--- config.mk ---
export PLATFORM = sky130hd
export DESIGN_NAME = id_ex_pipe_reg
export DESIGN_NICKNAME = d
export VERILOG_FILES = /design/src/rtl/id_ex_pipe_reg.sv
export SDC_FILE = /design/constraint.sdc
export NUM_CORES = 1
export LEC_CHECK = 0
export ABC_AREA = 1
export CAP_MARGIN = 20
export CORE_ASPECT_RATIO = 1.2
export CORE_UTILIZATION = 40
export CTS_CLUSTER_DIAMETER = 100
export DETAILED_ROUTE_END_ITERATION = 7
export PLACE_DENSITY = 0.75
export SYNTH_ARGS = -nofsm -noshare
export SYNTH_HDL_FRONTEND = slang
export SYNTH_SLANG_ARGS = --single-unit
--- constraint.sdc ---
create_clock -name clk -period 1.9 [get_ports clk]
set_input_delay 0.38 -clock clk [delete_from_list [all_inputs] [get_ports clk]]
set_output_delay 0.38 -clock clk [all_outputs]
set_load 0.005 [all_outputs]
--- src/rtl/id_ex_pipe_reg.sv ---
// ID/EX pipeline register with load-use hazard detection for the 5-stage RV32I core.
// Optional bubble counters (perf_lu_bubbles, perf_flush_bubbles) are enabled by defining ID_EX_PERF_EN.
module id_ex_pipe_reg #(
  parameter int unsigned DATA_W = 32,
  parameter int unsigned RA_W   = 5
) (
  input  logic              clk,
  input  logic              rst_n,
  input  logic              id_valid,
  input  logic              id_alu_src,
  input  logic              id_mem_to_reg,
  input  logic              id_reg_write,
  input  logic              id_mem_read,
  input  logic              id_mem_write,
  input  logic              id_branch,
  input  logic              id_jump,
  input  logic [1:0]        id_alu_op,
  input  logic [DATA_W-1:0] id_pc,
  input  logic [DATA_W-1:0] id_rs1_data,
  input  logic [DATA_W-1:0] id_rs2_data,
  input  logic [DATA_W-1:0] id_imm,
  input  logic [RA_W-1:0]   id_rs1,
  input  logic [RA_W-1:0]   id_rs2,
  input  logic [RA_W-1:0]   id_rd,
  input  logic [2:0]        id_funct3,
  input  logic [6:0]        id_funct7,
  input  logic              flush_i,
  input  logic              hold_i,
  output logic              ex_valid,
  output logic              ex_alu_src,
  output logic              ex_mem_to_reg,
  output logic              ex_reg_write,
  output logic              ex_mem_read,
  output logic              ex_mem_write,
  output logic              ex_branch,
  output logic              ex_jump,
  output logic [1:0]        ex_alu_op,
  output logic [DATA_W-1:0] ex_pc,
  output logic [DATA_W-1:0] ex_rs1_data,
  output logic [DATA_W-1:0] ex_rs2_data,
  output logic [DATA_W-1:0] ex_imm,
  output logic [RA_W-1:0]   ex_rs1,
  output logic [RA_W-1:0]   ex_rs2,
  output logic [RA_W-1:0]   ex_rd,
  output logic [2:0]        ex_funct3,
  output logic [6:0]        ex_funct7,
`ifdef ID_EX_PERF_EN
  output logic [31:0]       perf_lu_bubbles,
  output logic [31:0]       perf_flush_bubbles,
`endif
  output logic              stall_o
);

  logic load_use;
  logic rd_hit;
  logic bubble;

  // rs2 only matters when the ID instruction actually reads it (R-type or store data)
  always_comb begin
    rd_hit   = (ex_rd == id_rs1) ||
               ((ex_rd == id_rs2) && (!id_alu_src || id_mem_write));
    load_use = ex_valid && ex_mem_read && (ex_rd != '0) && rd_hit && id_valid;
    stall_o  = hold_i || (load_use && !flush_i);
    bubble   = flush_i || load_use;
  end

  always_ff @(posedge clk or negedge rst_n) begin
    if (!rst_n) begin
      ex_valid      <= 1'b0;
      ex_alu_src    <= 1'b0;
      ex_mem_to_reg <= 1'b0;
      ex_reg_write  <= 1'b0;
      ex_mem_read   <= 1'b0;
      ex_mem_write  <= 1'b0;
      ex_branch     <= 1'b0;
      ex_jump       <= 1'b0;
      ex_alu_op     <= '0;
      ex_pc         <= '0;
      ex_rs1_data   <= '0;
      ex_rs2_data   <= '0;
      ex_imm        <= '0;
      ex_rs1        <= '0;
      ex_rs2        <= '0;
      ex_rd         <= '0;
      ex_funct3     <= '0;
      ex_funct7     <= '0;
    end else if (hold_i) begin
      ex_valid <= ex_valid;
    end else if (bubble) begin
      // Data fields clear too so forwarding never sees stale operands
      ex_valid      <= 1'b0;
      ex_alu_src    <= 1'b0;
      ex_mem_to_reg <= 1'b0;
      ex_reg_write  <= 1'b0;
      ex_mem_read   <= 1'b0;
      ex_mem_write  <= 1'b0;
      ex_branch     <= 1'b0;
      ex_jump       <= 1'b0;
      ex_alu_op     <= '0;
      ex_pc         <= '0;
      ex_rs1_data   <= '0;
      ex_rs2_data   <= '0;
      ex_imm        <= '0;
      ex_rs1        <= '0;
      ex_rs2        <= '0;
      ex_rd         <= '0;
      ex_funct3     <= '0;
      ex_funct7     <= '0;
    end else begin
      ex_valid      <= id_valid;
      ex_alu_src    <= id_alu_src;
      ex_mem_to_reg <= id_mem_to_reg;
      ex_reg_write  <= id_reg_write;
      ex_mem_read   <= id_mem_read;
      ex_mem_write  <= id_mem_write;
      ex_branch     <= id_branch;
      ex_jump       <= id_jump;
      ex_alu_op     <= id_alu_op;
      ex_pc         <= id_pc;
      ex_rs1_data   <= id_rs1_data;
      ex_rs2_data   <= id_rs2_data;
      ex_imm        <= id_imm;
      ex_rs1        <= id_rs1;
      ex_rs2        <= id_rs2;
      ex_rd         <= id_rd;
      ex_funct3     <= id_funct3;
      ex_funct7     <= id_funct7;
    end
  end

`ifdef ID_EX_PERF_EN
  // Flush takes priority, so a coincident load-use is counted as a flush bubble
  always_ff @(posedge clk or negedge rst_n) begin
    if (!rst_n) begin
      perf_lu_bubbles    <= '0;
      perf_flush_bubbles <= '0;
    end else if (!hold_i) begin
      if (flush_i) begin
        perf_flush_bubbles <= 32'(perf_flush_bubbles + 32'd1);
      end else if (load_use) begin
        perf_lu_bubbles <= 32'(perf_lu_bubbles + 32'd1);
      end
    end
  end
`endif

endmodule
==> results by group, run 1 <==
Logic synthesis
  • Synth warn: 0
  • Post-synthesis sequential area ratio: 50.2%
  • Synth top area share: 50.2%
  • Synth Net Count: 1265
  • Synth Instances: 1098
  • Cell taking the most area after synthesis: dfrtp_1
  • Ranking of synthesized cells by area: dfrtp_1 50%, nand2_1 16%, nand3_1 10%
  • Cell variety after synth: 17
  • Yosys reg bits: 163
  • Avg Cell Area, Syn: 7.40 um^2
  • Synth Cell Area: 8130 um^2

Drt
  • Routed length on met2: 11400 um
  • Met1 Routed Length: 9760 um
  • Remaining antenna violation count: 0
  • DR WL/cell: 13.8 um
  • Initial DRC count: 369
  • Routed wl met3: 1570 um
  • Vias per cell: 4.62
  • TritonRoute pass-1 iters: 5
  • Residual DRC: 0
  • Vias post-DR: 7833
  • Drt total wl: 23500 um
  • Max layer used: met4

Final layout
  • Layout cells sized above 1: 6.48%
  • # fillers: 1746
  • Most common cell after layout, fill and taps aside: nand2_1
  • Ant diodes: 0
  • Nets: 1590
  • Most frequent cells in the layout: 353 x nand2_1, 322 x clkdlybuf4s50_1, 166 x nor2_1, 165 x inv_1, 164 x nand3_1
  • Area Overhead vs Synth: 52.0%

Critical path
  • Crit-path cells: inv_2 -> nand2_1 -> nand2_1 -> nor2_2 -> nand3_2 -> nand2_2 -> nand2_4 -> o21bai_1 -> buf_2
  • Worst path top cell family by delay: simple AND/OR/NAND/NOR gates
  • Worst setup EP type: output port
  • CP startpoint kind: flop
  • CP Buf/Inv Count: 2
  • Slowest CP cell: dfrtp_1
  • Worst endpoint required time: 1520 ps
  • Crit path arrival time: 1680 ps
  • WS Path Type: flop to output port
  • Max incr delay on CP: 440 ps
  • Most frequent CP cell: nand2_1
  • Crit path max fanout: 4

Power and ir drop
  • Clk network pwr share: 37.8%
  • Psw: 0.00238 W
  • Combinational share of power: 19.5%
  • Leak Pwr: 6.68 nW
  • Sw frac: 26.1%
  • Max IR drop VDD: 0.600 mV
  • Power per cell area: 738 nW/um^2
  • Seq pwr share: 42.7%
  • Pint: 0.00674 W

Clock network
  • Clock Latency Late Sink: 430 ps
  • Maximum root-to-sink buffer count: 2
  • Clk sinks: 163
  • H-tree depth: 4
  • CTS clk-pin slew, worst paths: 70 ps
  • CTS root buf: clkbuf_16
  • Num CTS Buffers: 17
  • CTS tree: done

Die
  • Row Count: 56
  • Initial Util: 41.1%
  • Die width: 132 um
  • Core ar.: 19800 um^2
  • Die ar.: 20900 um^2
  • Die Span Y: 158 um
  • I/O pin cnt: 331

Place
  • Pre-CTS setup slack: -618 ps
  • Routability Congestion: 0.841
  • HPWL Detailed: 15800 um
  • Port bufs: 330

STA
  • Hold violation count in the final report: 0
  • Slew Limit Fails: 0
  • Hold_ws: 460 ps
  • Unrepaired setup endpoints after global routing: true
  • Final Skew: 11.4 ps
  • Headroom to the max-slew limit: 63.8%
  • Worst slew pin tran: 542 ps
  • Final setup violation count: 1
  • Final worst path period share: 108%
  • Fin Setup TNS: -161 ps
  • Setup ws final: -161 ps
  • Clock period minus worst slack: 2060 ps
  • Peak Freq: 485 MHz

Global route
  • Grt total ovfl: 0
  • GRT Overall Usage: 21.8%
  • Maximum number of pins on one net before global-route repair: 126
  • First-pass GRT wire length: 36000 um
  • Number of global-route vias before repair: 7273
  • Antenna violations before repair: 0

Job
  • Max Cap Viol: 0

Status
  • Status: complete, but fails checks
  • Failing checks: negative setup slack

Min path
  • Hold WC Path Type: input pin to async pin
==> layout make-up <==
| type | count | area, um^2 | area share (%) |
|---|---|---|---|
| multi-input cells | 694 | 2850 | 23.1 |
| inverters | 170 | 641 | 5.18 |
| clock inverters | 12 | 146 | 1.18 |
| clock buffers | 20 | 437 | 3.53 |
| flip-flops and latches | 163 | 4080 | 33.0 |
| well taps | 261 | 327 | 2.64 |
| repair buffers | 377 | 3880 | 31.4 |
==> cell families (layout without fill, tap and decap cells) <==
family                 count (synthesis)  count (layout)  share of synthesized area (%)
AND/OR/NAND/NOR                      692             692                           34.6
buffers and inverters                241             579                           15.1
XOR/XNOR                               1               1                          0.108
flip-flops                           163             163                           50.2
AO/OA/AOI/OAI                          1               1                         0.0924
==> Yosys cell counts <==
master and count:
xnor2_1 1, nand2_2 1, buf_8 6, buf_6 15
inv_1 167, nand2_1 354, clkbuf_8 8, inv_2 3
clkbuf_1 19, o21bai_1 1, buf_2 3, nand4_1 2
nor2_1 170, dfrtp_1 163, nand3_1 165, dlygate4sd1_1 11
buf_1 9
==> per-stage QoR <==
step	instance area [um^2]	cells	total power (W)	util (%)
detailed placement	11700	1659	0.00573	59.0
floorplan	8130	1098	0.00454	-
global placement	11700	1659	0.00571	59.0
finish	12400	1697	0.00912	62.5
global route	12400	1697	0.00957	62.5
CTS	12300	1693	0.00923	62.1
==> power by group through the flow <==
| stage | Clock [W] | Combinational, W | Sequential, W |
|---|---|---|---|
| floorplan | 0 | 0.000574 | 0.00397 |
| global placement | 0 | 0.00176 | 0.00395 |
| detailed placement | 0 | 0.00178 | 0.00395 |
| CTS | 0.00354 | 0.00179 | 0.00390 |
| global route | 0.00369 | 0.00195 | 0.00393 |
| finish | 0.00345 | 0.00178 | 0.00390 |
==> worst paths after layout <==
path                                        from                endpoint  slack, ps  cells after the start
min in group clk                       id_rs1[0]   ex_rs1[0]$_DFFE_PN0N_        460                      6
setup / recovery            ex_rd[3]$_DFFE_PN0N_                 stall_o       -160                      9
setup reg to reg            ex_rd[0]$_DFFE_PN0N_  ex_imm[26]$_DFFE_PN0N_        150                     10
max in group asynchronous                  rst_n    ex_rd[1]$_DFFE_PN0N_        870                      3
hold reg to reg            ex_rs2[1]$_DFFE_PN0N_   ex_rs2[1]$_DFFE_PN0N_        480                      2
hold / removal                             rst_n  ex_imm[28]$_DFFE_PN0N_        460                      2
==> per-layer routing <==
metal	global-route usage (%)	vias up
li1	-	3914
met1	26.7	3586
met2	36.4	284
met3	5.09	49
met4	10.4	0
met5	0	-
==> timing repair <==
action / 4_1_cts / 5_1_grt
buffers inserted: 1 / 2
hold buffers: 1 / 0
pin swaps: 1 / 3
endpoints found under the setup margin: 2 / 92
gates cloned: 0 / 2
gates resized for setup: 11 / 10
hold endpoints to repair: 38 / 0
Note: power is estimated with default switching activity, not from simulation.
==> run 2: changes to the inputs <==
Settings changed: CORE_UTILIZATION 40 to 44, CTS_CLUSTER_DIAMETER 100 to 80, PLACE_DENSITY 0.75 to 0.82.
==> run 2 against run 1 <==
  * The flow still finishes with violations (negative setup slack)
  * Clock power rose by 5%
  * Worst hold slack worse by 79 ps
  * Largest power group unchanged
  * Setup slack better by 33 ps
  * Register-to-register slack improved by 30 ps
  * Cell count down 3.0%
  * Largest cell class unchanged
  * Die area shrank 9.0%
  * Critical endpoint unchanged
  * Non-clock buffer count is 13 lower
  * Sequential cell count did not move
  * Total power grew 1.6%
  * Fmax rose by 1.6%
  * Critical path depth unchanged
  * Critical path type unchanged
  * Sequential share of layout area is 0.49 points higher
==> results by group, run 2 (same netlist as run 1, synthesis figures left out) <==
Die
  • I/O pin cnt: 331
  • Core ar.: 18100 um^2
  • Initial Util: 44.9%
  • Row Count: 54
  • Die Span Y: 151 um
  • Die width: 126 um
  • Die ar.: 19000 um^2

Critical path
  • Reg2reg path depth: 10
  • WS Path Type: flop to output port
  • Worst reg2reg startpoint: ex_rd[0]$_DFFE_PN0N_
  • Crit path max fanout: 4
  • Crit path arrival time: 1650 ps
  • R2r setup slk: 180 ps
  • R2R Path End: ex_rs2_data[15]$_DFFE_PN0N_
  • Worst endpoint required time: 1520 ps
  • Worst setup EP type: output port
  • CP startpoint kind: flop

Clock network
  • CTS clk-pin slew, worst paths: 70 ps
  • Clk sinks: 163
  • Clock Latency Late Sink: 410 ps
  • CTS root buf: clkbuf_16
  • CTS tree: done
  • Post-CTS Setup Inserts: 0
  • Num CTS Buffers: 17
  • H-tree depth: 4
  • Maximum root-to-sink buffer count: 2

Global route
  • GRT Overall Usage: 24.0%
  • Number of global-route vias before repair: 7339
  • Grt total ovfl: 0
  • Antenna violations before repair: 0
  • First-pass GRT wire length: 36000 um
  • Maximum number of pins on one net before global-route repair: 104

Place
  • Post-Place Cells: 1613
  • HPWL Detailed: 15800 um
  • Routability Congestion: 0.799
  • Port bufs: 330

Status
  • Failing checks: negative setup slack
  • Status: complete, but fails checks

STA
  • Unrepaired setup endpoints after global routing: true
  • Clock period minus worst slack: 2030 ps
  • Final setup violation count: 1
  • Headroom to the max-slew limit: 73.3%
  • Hold violation count in the final report: 0
  • Slew Limit Fails: 0
  • Setup ws final: -127 ps
  • Worst slew pin tran: 400 ps
  • Peak Freq: 493 MHz
  • Fin Setup TNS: -127 ps
  • Final worst path period share: 107%
  • Final Skew: 7.94 ps

Final layout
  • Fin cells: 1646
  • Layout cells sized above 1: 5.34%
  • Most frequent cells in the layout: 352 x nand2_1, 326 x clkdlybuf4s50_1, 169 x nor2_1, 166 x inv_1, 165 x nand3_1
  • Area Overhead vs Synth: 49.8%
  • Nets: 1577
  • Ant diodes: 0
  • Most common cell after layout, fill and taps aside: nand2_1

Job
  • Max Cap Viol: 0

Power and ir drop
  • Max IR drop VDD: 0.579 mV
  • Leak Pwr: 6.58 nW
  • Power per cell area: 761 nW/um^2

Drt
  • Vias per cell: 4.73
  • Remaining antenna violation count: 0
  • Drt total wl: 23200 um
  • DR WL/cell: 14.1 um
  • Vias post-DR: 7782
  • TritonRoute pass-1 iters: 5
  • Residual DRC: 0
  • Initial DRC count: 460

Min path
  • Hold WC Path Type: input pin to async pin
[run 2: worst max-delay path, stage by stage, from the launching register on]
cell and delay [ps]:
dfrtp_1 410, inv_2 80, nand2_1 70, nand2_1 60, nor2_1 90, nand3_1 100
nand2_2 110, nand2_4 60, o21bai_1 120, buf_2 140
[run 2: how the worst max path moves through the flow]
stage          slack, ps  depth (start not counted)                 start      end
2_1_floorplan        280                         10  ex_rd[3]$_DFFE_PN0N_  stall_o
4_1_cts             -150                          9  ex_rd[4]$_DFFE_PN0N_  stall_o
3_3_place_gp        -560                         10             id_rs2[1]  stall_o
5_1_grt             -230                          9  ex_rd[3]$_DFFE_PN0N_  stall_o
3_5_place_dp        -610                         10             id_rs1[1]  stall_o
6_report            -130                          9  ex_rd[4]$_DFFE_PN0N_  stall_o
[run 2: area by class of cell]
class,count,area [um^2]
fillers,1522,5930
flip-flops and latches,163,4080
repair buffers,364,3720
multi-input cells,694,2840
inverters,170,641
clock buffers,19,433
well taps,224,280
clock inverters,12,180
[run 2: routing by layer]
metal  global-route usage [%]  up-vias  wire length (um)
li1                         -     3875                 -
met1                     28.9     3582              9500
met2                     41.8      284             11700
met3                     4.84       41              1380
met4                     10.2        0               631
met5                        0        -                 0
[run 2: what timing repair did]
| item | in CTS | in global routing |
|---|---|---|
| endpoints found under the hold margin | 19 | 0 |
| gates cloned | 0 | 1 |
| hold buffers | 1 | 0 |
| resized for setup | 12 | 5 |
| setup endpoints to repair | 62 | 85 |
| pin swaps | 2 | 1 |
[run 2: power by group]
| part | switching (W) | internal [W] |
|---|---|---|
| clock | 0.00142 | 0.00220 |
| sequential | 0.000158 | 0.00374 |
| combinational | 0.000727 | 0.00102 |
| total | 0.00231 | 0.00696 |
[run 2: per-stage QoR]
stage	worst slack (ps)	utilization [%]	hold WS (ps)	area, um^2	total power, W
2_1_floorplan	277	-	84.4	8130	0.00454
4_1_cts	-150	67.0	371	12100	0.00935
5_1_grt	-226	67.3	382	12200	0.00967
6_report	-127	67.3	381	12200	0.00927
3_5_place_dp	-613	63.6	253	11500	0.00571
3_3_place_gp	-561	63.6	255	11500	0.00567
